`config.mk`:
```
export PLATFORM = sky130hd
export DESIGN_NAME = controle_multiciclo_flat
export DESIGN_NICKNAME = d
export VERILOG_FILES = /design/src/rtl/controle_multiciclo_if.sv /design/src/rtl/controle_multiciclo.sv /design/src/flat_wrapper.sv
export SDC_FILE = /design/constraint.sdc
export NUM_CORES = 1
export LEC_CHECK = 0
export CAP_MARGIN = 15
export CORE_MARGIN = 2
export CORE_UTILIZATION = 36
export DETAILED_ROUTE_END_ITERATION = 12
export PLACE_DENSITY = 0.84
export SLEW_MARGIN = 20
export SYNTH_ARGS = -nofsm -noshare
export SYNTH_HDL_FRONTEND = slang
export SYNTH_SLANG_ARGS = --single-unit
```
`constraint.sdc`:
```
create_clock -name clk -period 2.29 [get_ports clk]
set_clock_uncertainty 0.15 [all_clocks]
set_input_delay 0.3435 -clock clk [delete_from_list [all_inputs] [get_ports clk]]
set_output_delay 0.3435 -clock clk [all_outputs]
set_load 0.01 [all_outputs]
```
`src/rtl/controle_multiciclo_if.sv`:
```
// rtl/controle_multiciclo_if.sv - control bus between the multicycle controller and the datapath
interface controle_multiciclo_if;
   logic [6:0] opcode;
   logic       zero;
   logic       mem_ready;
   logic       pc_write;
   logic       pc_write_cond;
   logic       ir_write;
   logic       iord;
   logic       mem_read;
   logic       mem_write;
   logic       reg_write;
   logic [1:0] mem_to_reg;
   logic [1:0] alu_src_a;
   logic [1:0] alu_src_b;
   logic [1:0] alu_op;
   logic       pc_src;
   logic       illegal;
   logic [3:0] state_dbg;

   modport master (
      input  opcode, zero, mem_ready,
      output pc_write, pc_write_cond, ir_write, iord, mem_read, mem_write,
             reg_write, mem_to_reg, alu_src_a, alu_src_b, alu_op, pc_src,
             illegal, state_dbg
   );

   modport slave (
      output opcode, zero, mem_ready,
      input  pc_write, pc_write_cond, ir_write, iord, mem_read, mem_write,
             reg_write, mem_to_reg, alu_src_a, alu_src_b, alu_op, pc_src,
             illegal, state_dbg
   );
endinterface

```
`src/rtl/controle_multiciclo.sv`:
```
// rtl/controle_multiciclo.sv - multicycle RV32I control FSM with handshake or fixed-latency memory
module controle_multiciclo #(
   parameter int MEM_HANDSHAKE = 1,
   parameter int MEM_LAT       = 1,
   parameter int EN_ITYPE      = 1,
   parameter int EN_JAL        = 1
) (
   input logic                   clk,
   input logic                   rst,
   controle_multiciclo_if.master bus
);
   localparam int CW = (MEM_LAT > 1) ? $clog2(MEM_LAT + 1) : 1;
   localparam logic [CW-1:0] LAT_M1 = CW'(MEM_LAT - 1);

   localparam logic [6:0] OP_LOAD   = 7'b0000011;
   localparam logic [6:0] OP_STORE  = 7'b0100011;
   localparam logic [6:0] OP_RTYPE  = 7'b0110011;
   localparam logic [6:0] OP_ITYPE  = 7'b0010011;
   localparam logic [6:0] OP_BRANCH = 7'b1100011;
   localparam logic [6:0] OP_JAL    = 7'b1101111;

   typedef enum logic [3:0] {
      FETCH     = 4'd0,
      DECODE    = 4'd1,
      MEM_ADDR  = 4'd2,
      MEM_READ  = 4'd3,
      MEM_WB    = 4'd4,
      MEM_WRITE = 4'd5,
      EXEC_R    = 4'd6,
      EXEC_I    = 4'd7,
      ALU_WB    = 4'd8,
      BRANCH    = 4'd9,
      JAL       = 4'd10,
      HALT      = 4'd15
   } state_t;

   state_t        state_q, state_d;
   logic [CW-1:0] cnt_q, cnt_d;
   logic          illegal_q, illegal_d;
   logic          done;

   logic pc_write_r, pc_write_cond_r, ir_write_r, mem_read_r, mem_write_r, reg_write_r;
   logic iord_r, pc_src_r;
   logic [1:0] mem_to_reg_r, alu_src_a_r, alu_src_b_r, alu_op_r;

   assign done = (MEM_HANDSHAKE != 0) ? bus.mem_ready : (cnt_q == LAT_M1);

   always_ff @(posedge clk or posedge rst) begin
      if (rst) begin
         state_q   <= FETCH;
         cnt_q     <= '0;
         illegal_q <= 1'b0;
      end else begin
         state_q   <= state_d;
         cnt_q     <= cnt_d;
         illegal_q <= illegal_d;
      end
   end

   always_comb begin
      state_d         = state_q;
      cnt_d           = '0;
      pc_write_r      = 1'b0;
      pc_write_cond_r = 1'b0;
      ir_write_r      = 1'b0;
      mem_read_r      = 1'b0;
      mem_write_r     = 1'b0;
      reg_write_r     = 1'b0;
      iord_r          = 1'b0;
      pc_src_r        = 1'b0;
      mem_to_reg_r    = 2'd0;
      alu_src_a_r     = 2'd0;
      alu_src_b_r     = 2'd0;
      alu_op_r        = 2'd0;

      // Access states keep counting until done; the count is dropped on exit.
      if ((state_q == FETCH || state_q == MEM_READ || state_q == MEM_WRITE) &&
          MEM_HANDSHAKE == 0 && !done)
         cnt_d = cnt_q + 1'b1;

      case (state_q)
         FETCH: begin
            mem_read_r  = 1'b1;
            alu_src_b_r = 2'd2;
            if (done) begin
               ir_write_r = 1'b1;
               pc_write_r = 1'b1;
               state_d    = DECODE;
            end
         end
         DECODE: begin
            alu_src_a_r = 2'd1;
            alu_src_b_r = 2'd1;
            case (bus.opcode)
               OP_LOAD, OP_STORE: state_d = MEM_ADDR;
               OP_RTYPE:          state_d = EXEC_R;
               OP_ITYPE:          state_d = (EN_ITYPE != 0) ? EXEC_I : HALT;
               OP_BRANCH:         state_d = BRANCH;
               OP_JAL:            state_d = (EN_JAL != 0) ? JAL : HALT;
               default:           state_d = HALT;
            endcase
         end
         MEM_ADDR: begin
            alu_src_a_r = 2'd2;
            alu_src_b_r = 2'd1;
            state_d     = (bus.opcode == OP_LOAD) ? MEM_READ : MEM_WRITE;
         end
         MEM_READ: begin
            mem_read_r = 1'b1;
            iord_r     = 1'b1;
            if (done) state_d = MEM_WB;
         end
         MEM_WB: begin
            reg_write_r  = 1'b1;
            mem_to_reg_r = 2'd1;
            state_d      = FETCH;
         end
         MEM_WRITE: begin
            mem_write_r = 1'b1;
            iord_r      = 1'b1;
            if (done) state_d = FETCH;
         end
         EXEC_R: begin
            alu_src_a_r = 2'd2;
            alu_op_r    = 2'b10;
            state_d     = ALU_WB;
         end
         EXEC_I: begin
            alu_src_a_r = 2'd2;
            alu_src_b_r = 2'd1;
            alu_op_r    = 2'b10;
            state_d     = ALU_WB;
         end
         ALU_WB: begin
            reg_write_r = 1'b1;
            state_d     = FETCH;
         end
         BRANCH: begin
            alu_src_a_r     = 2'd2;
            alu_op_r        = 2'b01;
            pc_write_cond_r = 1'b1;
            pc_src_r        = 1'b1;
            state_d         = FETCH;
         end
         JAL: begin
            pc_write_r   = 1'b1;
            pc_src_r     = 1'b1;
            reg_write_r  = 1'b1;
            mem_to_reg_r = 2'd2;
            state_d      = FETCH;
         end
         HALT:    state_d = HALT;
         default: state_d = HALT;
      endcase

      illegal_d = illegal_q | (state_d == HALT);
   end

   // Strobes are masked combinationally so nothing fires while rst is held.
   assign bus.pc_write      = pc_write_r & ~rst;
   assign bus.pc_write_cond = pc_write_cond_r & ~rst;
   assign bus.ir_write      = ir_write_r & ~rst;
   assign bus.mem_read      = mem_read_r & ~rst;
   assign bus.mem_write     = mem_write_r & ~rst;
   assign bus.reg_write     = reg_write_r & ~rst;
   assign bus.iord          = iord_r;
   assign bus.pc_src        = pc_src_r;
   assign bus.mem_to_reg    = mem_to_reg_r;
   assign bus.alu_src_a     = alu_src_a_r;
   assign bus.alu_src_b     = alu_src_b_r;
   assign bus.alu_op        = alu_op_r;
   assign bus.illegal       = illegal_q;
   assign bus.state_dbg     = state_q;
endmodule

```
`src/flat_wrapper.sv`:
```
// flat-port wrapper written by rule: the top's interface ports become plain ports
module controle_multiciclo_flat 
#(
   parameter int MEM_HANDSHAKE = 1,
   parameter int MEM_LAT       = 1,
   parameter int EN_ITYPE      = 1,
   parameter int EN_JAL        = 1
)
  (clk, rst, bus_opcode, bus_zero, bus_mem_ready, bus_pc_write, bus_pc_write_cond, bus_ir_write, bus_iord, bus_mem_read, bus_mem_write, bus_reg_write, bus_mem_to_reg, bus_alu_src_a, bus_alu_src_b, bus_alu_op, bus_pc_src, bus_illegal, bus_state_dbg);
  controle_multiciclo_if bus_i ();
  input logic clk;
  input logic rst;
  input wire logic [$bits(bus_i.opcode)-1:0] bus_opcode;
  input wire logic [$bits(bus_i.zero)-1:0] bus_zero;
  input wire logic [$bits(bus_i.mem_ready)-1:0] bus_mem_ready;
  output wire logic [$bits(bus_i.pc_write)-1:0] bus_pc_write;
  output wire logic [$bits(bus_i.pc_write_cond)-1:0] bus_pc_write_cond;
  output wire logic [$bits(bus_i.ir_write)-1:0] bus_ir_write;
  output wire logic [$bits(bus_i.iord)-1:0] bus_iord;
  output wire logic [$bits(bus_i.mem_read)-1:0] bus_mem_read;
  output wire logic [$bits(bus_i.mem_write)-1:0] bus_mem_write;
  output wire logic [$bits(bus_i.reg_write)-1:0] bus_reg_write;
  output wire logic [$bits(bus_i.mem_to_reg)-1:0] bus_mem_to_reg;
  output wire logic [$bits(bus_i.alu_src_a)-1:0] bus_alu_src_a;
  output wire logic [$bits(bus_i.alu_src_b)-1:0] bus_alu_src_b;
  output wire logic [$bits(bus_i.alu_op)-1:0] bus_alu_op;
  output wire logic [$bits(bus_i.pc_src)-1:0] bus_pc_src;
  output wire logic [$bits(bus_i.illegal)-1:0] bus_illegal;
  output wire logic [$bits(bus_i.state_dbg)-1:0] bus_state_dbg;
  assign bus_i.opcode = bus_opcode;
  assign bus_i.zero = bus_zero;
  assign bus_i.mem_ready = bus_mem_ready;
  assign bus_pc_write = bus_i.pc_write;
  assign bus_pc_write_cond = bus_i.pc_write_cond;
  assign bus_ir_write = bus_i.ir_write;
  assign bus_iord = bus_i.iord;
  assign bus_mem_read = bus_i.mem_read;
  assign bus_mem_write = bus_i.mem_write;
  assign bus_reg_write = bus_i.reg_write;
  assign bus_mem_to_reg = bus_i.mem_to_reg;
  assign bus_alu_src_a = bus_i.alu_src_a;
  assign bus_alu_src_b = bus_i.alu_src_b;
  assign bus_alu_op = bus_i.alu_op;
  assign bus_pc_src = bus_i.pc_src;
  assign bus_illegal = bus_i.illegal;
  assign bus_state_dbg = bus_i.state_dbg;
  controle_multiciclo #(.MEM_HANDSHAKE(MEM_HANDSHAKE), .MEM_LAT(MEM_LAT), .EN_ITYPE(EN_ITYPE), .EN_JAL(EN_JAL)) u_core (.clk(clk), .rst(rst), .bus(bus_i));
endmodule
```
Word level (Yosys, flattened, before mapping)

Cells that the tools add are included.

Flip-flop bits (word level): 5
Input port bits: 11
Output and inout port bits: 21
Word-level logic and storage cells: 56

Equal/unequal tests: 17
Mux-type cells: 19
Bitwise logic cells: 8
Reduce and logical (&&, ||, !) cells: 10

Operators with widths:

| kind                 | count |
|---|---|
| $pmux W4 S7          | 1 |
| $pmux W4 S5          | 1 |
| $eq A4 B3 Y1 const B | 4 |
| $eq A4 B4 Y1 const B | 4 |
| $pmux W2 S2          | 4 |
| $eq A7 B6 Y1 const B | 2 |
| $eq A7 B7 Y1 const B | 2 |
| $mux W4              | 3 |
| $reduce_or A2 Y1     | 5 |
| $eq A4 B2 Y1 const B | 2 |
| $mux W1              | 8 |
| $reduce_or A4 Y1     | 2 |
| $eq A7 B2 Y1 const B | 1 |
| $eq A7 B5 Y1 const B | 1 |
| $and A1 B1 Y1        | 6 |
| $reduce_or A3 Y1     | 2 |
| $eq A4 B1 Y1 const B | 1 |
| $logic_not A4 Y1     | 1 |
| $mux W3              | 1 |
| $pmux W1 S2          | 1 |
| $not A1 Y1           | 1 |
| $or A1 B1 Y1         | 1 |

Longest topological paths before layout

Gate-level depths: netlist of the first run.

Depth after elaboration: 6
Depth in mapped cells: 6
Depth with buffers taken out: 5

Worst setup path after synthesis of the first run

Ideal clock, no wire load.

Kind: register to output
Start: register u_core.state_q[2], in the netlist u_core.bus.state_dbg[2]
End: output port bus_pc_write
Arrival: 1.607 ns
Required time: 1.796 ns
Path slack: 0.190 ns
Cell stages (with the launch flop): 5
Buffers on the path: 1
Path through: dfrtp_1 -> clkbuf_1 -> nor4_1 -> nand2_1 -> a21oi_1

Word-level cells in the longest chain between the ends: 3
Elaborated cells on any way between the ends: 4
Those cells by class: eq/ne (1); mux (1); bitwise (1); reduce/logical (1)

RTL lines:

| what                                                    | line                       | text |
|---|---|---|
| from (decl)                                             | controle_multiciclo.sv:37  | `state_t state_q, state_d;` |
| from (signal assigned)                                  | controle_multiciclo.sv:54  | `state_q <= state_d;` |
| $eq A4 B4 Y1 / $logic_not A4 Y1 (equally long branches) | n/a                        |  |
| $pmux W1 S2 *                                           | controle_multiciclo.sv:81  | `case (state_q)` |
| $and A1 B1 Y1 *                                         | controle_multiciclo.sv:160 | `assign bus.pc_write = pc_write_r & ~rst;` |
| to (decl)                                               | flat_wrapper.sv:16         | `output wire logic [$bits(bus_i.pc_write)-1:0] bus_pc_write;` |

Every way passes the cells marked *; elsewhere a longest branch is shown, timed or not.

Worst setup path in the final report of the first run

Start: register u_core.state_q[1], in the netlist u_core.bus.state_dbg[1]
End: output port bus_iord

Word-level cells in the longest chain between the ends: 3
Elaborated cells on any way between the ends: 4
Those cells by class: eq/ne (2); mux (1); reduce/logical (1)

RTL lines:

| what                                                | line                      | text |
|---|---|---|
| $eq A4 B3 Y1 / $eq A4 B2 Y1 (equally long branches) | n/a                       |  |
| $reduce_or A2 Y1 (no source line) *                 | n/a                       |  |
| $mux W1 *                                           | controle_multiciclo.sv:81 |  |
| to (decl)                                           | flat_wrapper.sv:19        | `output wire logic [$bits(bus_i.iord)-1:0] bus_iord;` |

Marks and branches as above.

==> results by group, run 1 <==
Run status
  • Run status: finished clean

Floorplan
  • Row count: 13
  • Die area: roughly 1800 um^2
  • Core area: roughly 1300 um^2
  • Initial cell density of the core: 0.396
  • Number of I/O pins: 32
  • Die width: approximately 42 um
  • DIE HEIGHT: between 40 and 50 um

Cells and area
  • Syn-to-layout area delta: 91.7%
  • Fin nets: roughly 130
  • Final Non-Filler Cells: approximately 140
  • Share of layout cells above drive strength 1: 0.267
  • Antenna Cells: 0
  • Fin util: 0.759

Routing
  • Avg WL per Cell: approximately 14 um
  • Vias: about 770
  • WL final: 1.84 mm
  • Antenna Violating Nets Remaining: 0
  • Drt pass-1 iters: 4
  • Post-route DRC: 0
  • Number of vias per cell: ~5.7
  • 1st-iter DRT viols: 17

Synthesis
  • Top_reg_cell synth: dfrtp_1
  • Post-Syn Nets: 86
  • Synth unique cells: 31
  • Ys Warns: 0
  • Top-count cell post-synth: nor2_1
  • Post-synth ARST share: 1.00
  • Synth area leader: dfrtp_1
  • Post-synth top area share: 0.237
  • Number of flops mapped to enable cells by yosys: 0
  • #FFs+latches synth: 5
  • Top cells by area, synth: dfrtp_1 (24%), nor2_1 (5.7%), nand2b_4 (5.2%), inv_1 (5.0%), nand2_1 (5.0%)
  • Top cells by count, synth: nor2_1 (8), inv_1 (7), nand2_1 (7)
  • Seq/Total Area, Yosys: 0.237
  • Netlist Area Pre-Place: 528 um^2
  • Mean Syn Cell Area: between 7 and 8 um^2
  • Cells after synthesis: between 70 and 80

Global routing
  • Initial antenna violation count: 0
  • Congestion Overflow GR: 0
  • First-pass GRT wire length: approximately 3.1 mm
  • Number of global-route vias before repair: 724
  • Largest net degree at the start of global routing: 11
  • Total track usage: 0.226

CTS
  • Cts bufs inserted: 3
  • Cts hold-fix bufs: 0
  • Skew-Pair Late Insertion Delay: between 0.2 and 0.25 ns
  • Root buf cell: clkbuf_4
  • Clock-pin slew on the worst setup and hold paths: 0.04 ns
  • H-tree level count: 1
  • Clk buf depth: 2
  • CTS tree: done
  • CTS sink count: 5

Power
  • VDD IR max: approximately 0.00090 V
  • Psw: approximately 570 uW
  • Comb power frac: 0.750
  • Power per Cell Area: 1240 nW/um^2
  • LEAKAGE: about 0.52 nW
  • Sw Ratio: 0.451
  • Clk pwr share: 0.082
  • Sequential power share: 0.168
  • Internal: between 600 and 700 uW

Worst setup path
  • Setup crit end kind: output pin
  • FF-to-FF setup slack: a little under 0.5 ns
  • Worst R2R Path Depth: 6
  • Kind of critical path: reg -> out
  • Worst r2r dst: u_core.bus.illegal
  • Worst setup SP type: flop
  • CP max FO: 7
  • Worst R2R Start: u_core.bus.state_dbg[0]
  • Critical path data arrival time: 1.71 ns
  • CP required: about 1.8 ns

Placed design
  • HPWL after DPL: ~1.4 mm
  • GPL Wtd Cong: about 0.8
  • Pre-CTS WS: -0.0174 ns
  • Cells after DPL: between 100 and 150
  • Port Buf Inserts: 30

Min path
  • Endpoint, Worst Hold: u_core.bus.illegal
  • Hold Crit Depth: 1
  • Hold WC Path Type: reg -> reg
  • Min-delay src: u_core.bus.illegal

Timing
  • Final Setup Violations: 0
  • Final slew viol count: 0
  • Min Tclk post-route: about 2.2 ns
  • Slew headroom: 0.710
  • RSZ-0062 raised after global routing: false
  • Setup ws final: 0.0824 ns
  • Fmax: 453 MHz
  • Hold Violations, Final: 0
  • Period Utilization, post-route: 0.964
  • Worst Tran Pin Value: about 0.43 ns

Flow run
  • Max-cap viol count: 0
-- stage by stage --
| step | area, um^2 | hold slack, ns | total power, mW | setup TNS, ns |
|---|---|---|---|---|
| after floorplan | 528 | -0.0280 | 0.637 | 0 |
| after global placement | 928 | 0.292 | 1.06 | 0 |
| after detailed placement | 928 | 0.303 | 1.09 | -0.0174 |
| after CTS | 967 | 0.318 | 1.21 | 0 |
| after global routing | 1010 | 0.354 | 1.36 | 0 |
| final | 1010 | 0.315 | 1.25 | 0 |
-- cells in the final DEF, fill, tap and decap left out, types with 2 or more instances in the layout --
cell and instances:
clkdlybuf4s50_1 21, buf_4 15, nor2_1 8, nand2_1 7
inv_1 6, dlygate4sd2_1 5, nor3_1 4, dlymetal6s2s_1 4
o21ai_0 3, a21oi_1 3, nand3_1 3, clkbuf_4 3
dfrtp_2 3, nand2b_4 2, nor3_2 2, nor3b_1 2
or3_1 2, o22ai_1 2, nand2b_1 2, a21o_1 2
dfrtp_1 2
-- final cells by class --
class	instances	area, um^2
repair buffers	45	417
multi-input cells	59	394
fillers	109	322
flip-flops and latches	5	129
inverters	7	26.3
clock buffers	3	22.5
well taps	15	18.8
clock inverters	1	5.00
-- registers in the layout, summed over array words and instances, names as in the netlist --
register              count
u_core.bus.state_dbg      4
u_core.bus.illegal        1
-- critical path, stage by stage, from the launching register on --
cell and delay (ns):
dfrtp_2 0.47, buf_4 0.19, xnor2_1 0.12, nor3_1 0.13
clkdlybuf4s50_1 0.56
-- what timing repair did --
item                                    CTS  global route
resized for setup                         9            10
gates cloned                              0             0
buffers inserted                          0             2
endpoints found under the setup margin    5             9
pin swaps                                 1             0
-- cells by family (layout without fill, tap and decap cells) --
family                 after synthesis  in the layout  share of synthesized area
AND/OR/NAND/NOR                     39             39                      0.410
AO/OA/AOI/OAI                       18             18                      0.237
buffers and inverters               11             56                     0.0806
flip-flops                           5              5                      0.237
XOR/XNOR                             1              1                     0.0166
multiplexers                         1              1                     0.0190
-- power by group through the flow --
stage / clock [mW] / combinational [mW] / sequential (mW)
2_1_floorplan: 0 / 0.457 / 0.180
3_3_place_gp: 0 / 0.880 / 0.183
3_5_place_dp: 0 / 0.904 / 0.186
4_1_cts: 0.106 / 0.895 / 0.208
5_1_grt: 0.117 / 1.02 / 0.218
6_report: 0.102 / 0.942 / 0.211
-- how the worst max path moves through the flow --
stage          slack, ns  cells past startpoint                    start                  to
2_1_floorplan       0.19                      4  u_core.bus.state_dbg[2]        bus_pc_write
3_3_place_gp        0.03                      6            bus_opcode[3]  u_core.bus.illegal
3_5_place_dp       -0.02                      6            bus_opcode[3]  u_core.bus.illegal
4_1_cts            0.008                      4  u_core.bus.state_dbg[3]   bus_mem_to_reg[0]
5_1_grt             0.01                      5  u_core.bus.state_dbg[3]    bus_alu_src_a[1]
6_report            0.08                      4  u_core.bus.state_dbg[1]            bus_iord
-- routing by layer --
layer  up-vias  wire, um  global-route usage
li1        360         -                   -
met1       369       690               0.230
met2        37       972               0.434
met3         6       133              0.0560
met4         0        40              0.0813
met5         -         0                   0
Note: power is estimated with default switching activity, not from simulation.
==> inputs of run 2 (changes only) <==
CAP_MARGIN = 20   (was 15)
SKIP_LAST_GASP = 1   (was not set)
==> run 2 against run 1 <==
Flip-flop and latch count stayed put. Cell area decreased by 0.25%. Global-route usage unchanged. Die area unchanged. Count of clock-buffer cells in the layout unchanged. Routed wire length shrank 0.54%. Hold slack hardly changed. Via count fell by 0.39%. Fmax decreased by 1.3%. Largest power group unchanged. Highest routed layer unchanged.
==> results by group, run 2 (synthesis results as in run 1) <==
Timing
  • Hold Violations, Final: 0 (unchanged)
  • Slew headroom: 0.712 (+0.00123)
  • Period Utilization, post-route: 0.977 (+0.0129)
  • Worst Tran Pin Value: 0.427 ns (-0.00183 ns)
  • Final slew viol count: 0 (unchanged)
  • Final Setup Violations: 0 (unchanged)
  • Min Tclk post-route: 2.24 ns (+0.0296 ns)
  • Fmax: 447 MHz (-1.3%)
  • RSZ-0062 raised after global routing: true

Floorplan
  • Die width: 42.3 um (unchanged)
  • Core area: 1330 um^2 (unchanged)
  • Row count: 13 (unchanged)
  • Initial cell density of the core: 0.396 (unchanged)
  • DIE HEIGHT: 42.3 um (unchanged)
  • Die area: 1790 um^2 (unchanged)
  • Number of I/O pins: 32 (unchanged)

Global routing
  • First-pass GRT wire length: 3.14 mm (unchanged)
  • Congestion Overflow GR: 0 (unchanged)
  • Total track usage: 0.226 (unchanged)
  • Largest net degree at the start of global routing: 11 (unchanged)
  • Initial antenna violation count: 0 (unchanged)
  • Number of global-route vias before repair: 724 (unchanged)

Power
  • Psw: 557 uW (-1.5%)
  • Sw Ratio: 0.448 (-0.00288)
  • Power per Cell Area: 1230 nW/um^2 (-0.60%)
  • Comb power frac: 0.751 (about the same)
  • VDD IR max: 0.000896 V (-0.50%)
  • Internal: 687 uW (-0.32%)
  • Clk pwr share: 0.083 (about the same)
  • Sequential power share: 0.167 (about the same)
  • LEAKAGE: 0.538 nW (+2.6%)

Cells and area
  • Fin nets: 132 (unchanged)
  • Most common cell after layout, fill and taps aside: clkdlybuf4s50_1
  • Syn-to-layout area delta: 91.2%
  • Final Non-Filler Cells: 135 (unchanged)
  • Largest register FFs: 4 (unchanged)
  • Commonest cells after routing, fill and taps aside: clkdlybuf4s50_1 (21), buf_4 (15), nor2_1 (8), nand2_1 (7), inv_1 (6)
  • Fin util: 0.757 (-0.00188)
  • Antenna Cells: 0 (unchanged)
  • Share of layout cells above drive strength 1: 0.250 (-0.0167)

Worst setup path
  • CP required: 1.80 ns (about the same)
  • Kind of critical path: reg -> out
  • Crit path cell chain: nor2b_2 -> nand3_1 -> inv_1 -> or3_1 -> dlygate4sd2_1
  • Setup crit end kind: output pin
  • Slowest CP cell: dfrtp_2
  • Max incr delay on CP: 0.44 ns (-0.12 ns)
  • Critical path data arrival time: 1.74 ns (+0.03 ns)
  • CP max FO: 5 (-2)
  • Worst setup SP type: flop

CTS
  • H-tree level count: 1 (unchanged)
  • Clock-pin slew on the worst setup and hold paths: 0.05 ns (about the same)
  • Root buf cell: clkbuf_4
  • Cts bufs inserted: 3 (unchanged)
  • Cts hold-fix bufs: 0 (unchanged)
  • CTS sink count: 5 (unchanged)
  • Clk buf depth: 2 (unchanged)
  • Skew-Pair Late Insertion Delay: 0.25 ns (about the same)
  • CTS tree: done

Routing
  • WL met2: 980 um (+0.82%)
  • Met3 WL post-DR: 158 um (+19%)
  • Post-route DRC: 0 (unchanged)
  • Number of vias per cell: 5.70 (-0.39%)
  • Vias: 769 (-0.39%)
  • Uppermost layer routed: met4
  • Avg WL per Cell: 13.5 um (-0.54%)
  • Met1 WL: 648 um (-6.1%)
  • WL final: 1.83 mm (-0.54%)
  • Antenna Violating Nets Remaining: 0 (unchanged)
  • 1st-iter DRT viols: 15 (-2)
  • Drt pass-1 iters: 4 (unchanged)

Placed design
  • GPL Wtd Cong: 0.782 (unchanged)
  • Port Buf Inserts: 30 (unchanged)
  • HPWL after DPL: 1.40 mm (unchanged)
  • Cells after DPL: 129 (unchanged)

Run status
  • Run status: finished clean

Min path
  • Hold WC Path Type: reg -> reg

Flow run
  • Max-cap viol count: 0 (unchanged)
run 2: cell count changes in the layout (fill, tap and decap cells not counted), sizes merged:
cell          previous run  this run
dlymetal6s2s             4         5
dlygate4sd2              5         4
run 2: worst max-delay path, delay by kind of cell, from the launching register on:
family,cells,cell delay [ns]
DFF,1,0.44
buffers and inverters,2,0.37
and+or+nand+nor,3,0.69
run 2: power by group through the flow:
stage | sequential (mW) | combinational [mW] | clock [mW]
floorplan | 0.180 | 0.457 | 0
global placement | 0.183 | 0.880 | 0
detailed placement | 0.186 | 0.904 | 0
CTS | 0.208 | 0.898 | 0.106
global route | 0.215 | 1.02 | 0.117
finish | 0.207 | 0.934 | 0.103
run 2: layout make-up:
class,count,area [um^2]
Clock buffer,3,22.5
Inverter,7,26.3
Tap cell,15,18.8
Clock inverter,1,5.00
Multi-Input combinational cell,59,389
Fill cell,110,324
Sequential cell,5,128
Timing Repair Buffer,45,420
run 2: worst paths after layout:
path                                                end  depth (start not counted)  slack [ns]                     from
worst max-delay path                   bus_alu_src_a[1]                          5        0.05  u_core.bus.state_dbg[3]
worst min-delay path                 u_core.bus.illegal                          1        0.32       u_core.bus.illegal
worst max register to register       u_core.bus.illegal                          6        0.50  u_core.bus.state_dbg[0]
worst min register to register       u_core.bus.illegal                          1        0.32       u_core.bus.illegal
max in group asynchronous       u_core.bus.state_dbg[1]                          2        1.43                      rst
min in group asynchronous       u_core.bus.state_dbg[3]                          2        0.36                      rst
run 2: repair_timing:
| item | in CTS | in global routing |
|---|---|---|
| pin swaps | 1 | 0 |
| setup endpoints to repair | 5 | 10 |
| setup buffers | 0 | 2 |
| resized for setup | 8 | 9 |
run 2: per-layer routing:
metal | GRT usage | vias to the layer above
met5 | 0 | -
met4 | 0.0813 | 0
met3 | 0.0560 | 6
met2 | 0.434 | 45
met1 | 0.230 | 359
li1 | - | 359
run 2: metrics by stage:
stage               hold WS (ns)  setup TNS [ns]  area, um^2  setup slack, ns  power, mW
floorplan                -0.0280               0         528            0.190      0.637
global placement           0.292               0         928           0.0283       1.06
detailed placement         0.303         -0.0174         928          -0.0174       1.09
CTS                        0.318          -0.116         968           -0.116       1.21
global route               0.355         -0.0637        1010          -0.0349       1.35
finish                     0.315               0        1010           0.0528       1.24
==> inputs of run 3 (changes only) <==
PLACE_DENSITY = 0.79   (was 0.84)
==> run 3 against run 2 <==
Count of clock-buffer cells in the layout up 1. Register-to-register slack got worse by 0.02 ns. Setup slack gained 0.0037 ns. Non-clock buffer count up 3. Cell area increased by 0.74%. First-iteration DRC count fell by 6.7%. Die area stayed put. Critical path depth is 1 higher. Global-route usage down 3.3 points. Clock power about the same. Critical path type unchanged. Critical endpoint unchanged. Largest cell class unchanged.
==> results by group, run 3 (synthesis results as in run 1) <==
Run status
  • Run status: finished clean

Cells and area
  • Largest register FFs: 4 (unchanged)
  • Most common cell after layout, fill and taps aside: clkdlybuf4s50_1
  • Share of layout cells above drive strength 1: 0.244 (-0.00610)
  • Fin nets: 135 (+2.3%)
  • Antenna Cells: 0 (unchanged)
  • Syn-to-layout area delta: 92.7%
  • Commonest cells after routing, fill and taps aside: clkdlybuf4s50_1 (24), buf_4 (18), nor2_1 (8), inv_1 (7), nand2_1 (7)

Routing
  • Post-route DRC: 0 (unchanged)
  • WL final: 1.67 mm (-8.8%)
  • 1st-iter DRT viols: 14 (-1)
  • Vias: 725 (-5.7%)
  • Avg WL per Cell: 12.1 um (-11%)
  • Number of vias per cell: 5.25 (-7.8%)
  • Antenna Violating Nets Remaining: 0 (unchanged)
  • Drt pass-1 iters: 4 (unchanged)

Timing
  • Period Utilization, post-route: 0.975 (-0.00160)
  • Min Tclk post-route: 2.23 ns (-0.00366 ns)
  • Final slew viol count: 0 (unchanged)
  • Fmax: 448 MHz (+0.16%)
  • Hold Violations, Final: 0 (unchanged)
  • Worst Tran Pin Value: 0.319 ns (-0.108 ns)
  • Final Setup Violations: 0 (unchanged)
  • Slew headroom: 0.785 (+0.0729)
  • Min Hold Slack: 0.308 ns (-0.00745 ns)
  • RSZ-0062 raised after global routing: true
  • Setup ws final: 0.0565 ns (+0.00366 ns)

Floorplan
  • Number of I/O pins: 32 (unchanged)
  • Row count: 13 (unchanged)
  • DIE HEIGHT: 42.3 um (unchanged)
  • Die area: 1790 um^2 (unchanged)
  • Die width: 42.3 um (unchanged)
  • Core area: 1330 um^2 (unchanged)
  • Initial cell density of the core: 0.396 (unchanged)

Power
  • LEAKAGE: 0.509 nW (-5.5%)
  • Power per Cell Area: 1240 nW/um^2 (+0.38%)
  • VDD IR max: 0.00104 V (+16%)

Global routing
  • Initial antenna violation count: 0 (unchanged)
  • First-pass GRT wire length: 2.71 mm (-14%)
  • Total track usage: 0.192 (-0.0333)
  • Number of global-route vias before repair: 649 (-10%)
  • Congestion Overflow GR: 0 (unchanged)
  • Largest net degree at the start of global routing: 11 (unchanged)

Flow run
  • Max-cap viol count: 0 (unchanged)

CTS
  • Clock-pin slew on the worst setup and hold paths: 0.05 ns (about the same)
  • H-tree level count: 1 (unchanged)
  • Clk buf depth: 2 (unchanged)
  • Cts bufs inserted: 3 (unchanged)
  • CTS tree: done
  • CTS sink count: 5 (unchanged)
  • Skew-Pair Late Insertion Delay: 0.24 ns (about the same)
  • Root buf cell: clkbuf_4

Min path
  • Hold WC Path Type: in -> async

Worst setup path
  • Kind of critical path: reg -> out
  • CP max FO: 8 (+3)
  • Worst setup SP type: flop
  • CP required: 1.80 ns (about the same)
  • Critical path data arrival time: 1.74 ns (about the same)
  • Setup crit end kind: output pin

Placed design
  • HPWL after DPL: 1.29 mm (-7.6%)
  • Port Buf Inserts: 30 (unchanged)
  • GPL Wtd Cong: 0.773 (-1.2%)
  • Pre-CTS WS: -0.00729 ns (+0.0101 ns)
## run 3: layout make-up
class / count / area [um^2]
Multi-Input combinational cell: 59 / 378
Clock buffer: 4 / 26.3
Inverter: 7 / 26.3
Timing Repair Buffer: 48 / 439
Tap cell: 15 / 18.8
Fill cell: 98 / 317
Sequential cell: 5 / 129
## run 3: path summary, 6_finish.rpt
path | from | endpoint | slack, ns | cells past startpoint
min in group clk | u_core.bus.illegal | u_core.bus.illegal | 0.31 | 1
worst max-delay path | u_core.bus.state_dbg[1] | bus_alu_src_a[1] | 0.06 | 6
worst min-delay path | rst | u_core.bus.state_dbg[0] | 0.31 | 2
worst max register to register | u_core.bus.state_dbg[0] | u_core.bus.illegal | 0.48 | 6
max in group asynchronous | rst | u_core.bus.state_dbg[1] | 1.50 | 2
worst min register to register | u_core.bus.illegal | u_core.bus.illegal | 0.31 | 1
## run 3: through the flow
step	instance area (um^2)	setup TNS [ns]	instances	util	power [mW]
after floorplan	528	0	75	-	0.637
after global placement	936	0	130	0.702	1.07
after detailed placement	936	-0.00729	130	0.702	1.08
after CTS	983	-0.00634	136	0.737	1.21
after global routing	1020	-0.245	138	0.763	1.36
final	1020	0	138	0.763	1.26
## run 3: critical path: stages, from the launching register on
cell           delay, ns
dfrtp_2             0.45
buf_4               0.15
inv_1               0.06
nand3_1             0.13
inv_1               0.06
or3_1               0.35
dlygate4sd2_1       0.28
## run 3: per-layer routing
| layer | track usage | vias up | wire [um] | share of wire |
|---|---|---|---|---|
| li1 | - | 365 | - | - |
| met3 | 0.0517 | 2 | 123 | 0.074 |
| met5 | 0 | - | 0 | 0 |
| met1 | 0.212 | 326 | 665 | 0.40 |
| met4 | 0.0563 | 0 | 8 | 0.0048 |
| met2 | 0.354 | 32 | 869 | 0.52 |
## run 3: timing repair
action / in CTS / in global routing
setup buffers: 2 / 2
pin swaps: 0 / 1
endpoints found under the setup margin: 6 / 7
gates resized for setup: 7 / 5
hold buffers: 0 / 0
## run 3: power breakdown
| part | switching, mW | total, mW | internal (mW) |
|---|---|---|---|
| sequential | 0.0927 | 0.225 | 0.132 |
| clock | 0.0373 | 0.103 | 0.0660 |
| combinational | 0.415 | 0.930 | 0.515 |
| total | 0.545 | 1.26 | 0.713 |
==> edit, RTL diff (settings of run 3) <==
`EN_ITYPE` is set to 1 in 2 places; all go to 0.
--- a/src/rtl/controle_multiciclo.sv
+++ b/src/rtl/controle_multiciclo.sv
@@ -2,7 +2,7 @@
 module controle_multiciclo #(
    parameter int MEM_HANDSHAKE = 1,
    parameter int MEM_LAT       = 1,
-   parameter int EN_ITYPE      = 1,
+   parameter int EN_ITYPE      = 0,
    parameter int EN_JAL        = 1
 ) (
    input logic                   clk,
--- a/src/flat_wrapper.sv
+++ b/src/flat_wrapper.sv
@@ -3,7 +3,7 @@
 #(
    parameter int MEM_HANDSHAKE = 1,
    parameter int MEM_LAT       = 1,
-   parameter int EN_ITYPE      = 1,
+   parameter int EN_ITYPE      = 0,
    parameter int EN_JAL        = 1
 )
   (clk, rst, bus_opcode, bus_zero, bus_mem_ready, bus_pc_write, bus_pc_write_cond, bus_ir_write, bus_iord, bus_mem_read, bus_mem_write, bus_reg_write, bus_mem_to_reg, bus_alu_src_a, bus_alu_src_b, bus_alu_op, bus_pc_src, bus_illegal, bus_state_dbg);
Function: changed (Yosys sat finds a counterexample within 4 cycles, from zero or initial values and one cycle with rst high).
==> edit against run 3 <==
- cell area is 1.5% lower
- non-clock buffer count is 6 lower
- setup slack worse by 55 ps
- register-to-register slack better by 200 ps
- critical path depth is 2 lower
- routed wire length is 2.6% higher
- count of clock-buffer cells in the layout stayed put
- first-iteration DRC count is 71% higher
- sequential cell count stayed put
- area after synthesis is 1.9% higher
- critical endpoint is now bus_pc_write
- largest cell class is now multi-input gates
- highest routed layer is now met3
Power is left out: it rests on default switching activity, and per cell area and clock period it moved more than threefold.
==> edit: results (changes against run 3) <==
** Outcome
- The run finished with clean final reports.

** Finish
- Number of inserted filler cells in the final layout :: 112 (+14%)
- Number of non-clock buffers in the layout :: 42 (-13%)
- The share of the final layout cell area in sequential cells came to 12.86% (+0.19 points).
- The area used by multi-input combinational logic is 407.9 sq um (+7.9%).
- Non-clk buf share :: 39.70% (-3.5 points)
- Clock network contribution to total cell area :: 2.622% (+0.039 points)
- The number of multi-input combinational cells in the layout is 62 (+5.1%).
- Number of flip-flops and latches :: 5 (unchanged)
- The fraction of area in multi-input gates was 40.70% (+3.6 points).

** Detailed routing
- The total met3 wirelength after detailed routing was 102 um (-17%).
- Pre-Repair DR Iteration Count :: 6 (+2)
- The wire length on met1 is 801 um (+20%).
- The average routed wire per standard cell came to 12.75 um (+5.6%).
- The initial DRC count is 24 (+10).
- The detailed-routed wire length on met2 was 805 um (-7.4%).
- The wire length reported by the detailed router came to 1709 um (+2.6%).
- The count of vias placed by the detailed router was 736 (+1.5%).
- Uppermost routed layer :: met3

** Timing
- The worst hold slack came to 321.8 ps (+13.95 ps).
- Final critical delay including setup and external delays :: 2288 ps (+54.77 ps)
- The slew at the pin closest to its max-slew limit is 347.3 ps (+28.24 ps).

** Placement
- The global placement routability congestion came to 0.9096 (+18%).
- Total placed instance area :: 909.6 sq um (-2.8%)
- Half-perimeter wire length of the detailed placement result :: 1321 um (+2.5%)
- Post-Place Worst Slack :: 94.27 ps (+101.6 ps)

** Yosys
- By area the synthesized netlist is led by sky130_fd_sc_hd__dfrtp_1 (23%), sky130_fd_sc_hd__nor3_1 (7.4%), sky130_fd_sc_hd__a21oi_1 (6.5%).
- Sequential cell area fraction in the yosys report :: 23.26% (-0.44 points)
- Average size of a mapped cell :: 6.987 sq um (-0.75%)
- The total nets after synthesis was 88 (+2.3%).
- Ranked by instance count, the synthesized netlist is headed by sky130_fd_sc_hd__nor2_1 (8), sky130_fd_sc_hd__nor3_1 (8), sky130_fd_sc_hd__a21oi_1 (7), sky130_fd_sc_hd__nand2_1 (7).

** GRT
- The wire length of the first global-routing pass is 2670 um (-1.5%).
- Maximum number of pins on one net before global-route repair :: 12 (+1)
- GRT Util Overall :: 18.95% (-0.29 points)
- The number of global-route vias before repair was 611 (-5.9%).

** Critical path
- Number of cells on the worst reg-to-reg path :: 7 (+1)
- The critical path ends at bus_pc_write.
- Maximum fanout along the worst path :: 7 (-1)
- Slack of the worst reg-to-reg path :: 680 ps (+200 ps)
- Slowest CP cell :: sky130_fd_sc_hd__clkdlybuf4s50_1
- The critical path starts at u_core.bus.state_dbg[2].
- The critical path's largest stage delay came to 520 ps (+70 ps).

** Worst hold path
- In this run the worst hold path is classified as reg -> reg.
[edit: cell types whose count changed after synthesis, sizes merged, moves of 2 or more]
cell / delta
a21oi: +4
o211ai: +2
and3: +3
o221ai: +2
a211o: -2
nor3b: -2
nor3: +2
nand3: -3
o22ai: -2
[edit: logic make-up (layout without fill, tap and decap cells)]
kind of cell | count (synthesis) | after routing | share of synthesized area [%]
xor gates and xnor gates | 2 | 2 | 3.256
and+or+nand+nor | 41 | 41 | 41.86
DFF | 5 | 5 | 23.26
AOI/OAI and AO/OA | 19 | 19 | 24.65
buffers and inverters | 10 | 52 | 6.976
[edit: routing by layer]
metal / up-vias / global-route usage (%)
met1: 336 / 26.49
met5: - / 0
met2: 32 / 28.79
met4: 0 / 5.625
li1: 368 / -
met3: 0 / 4.255
[edit: timing repair]
item,4_1_cts,5_1_grt
endpoints found under the setup margin,5,9
endpoints found under the hold margin,0,0
setup buffers,0,3
gates resized for setup,6,11
pin swaps,0,1
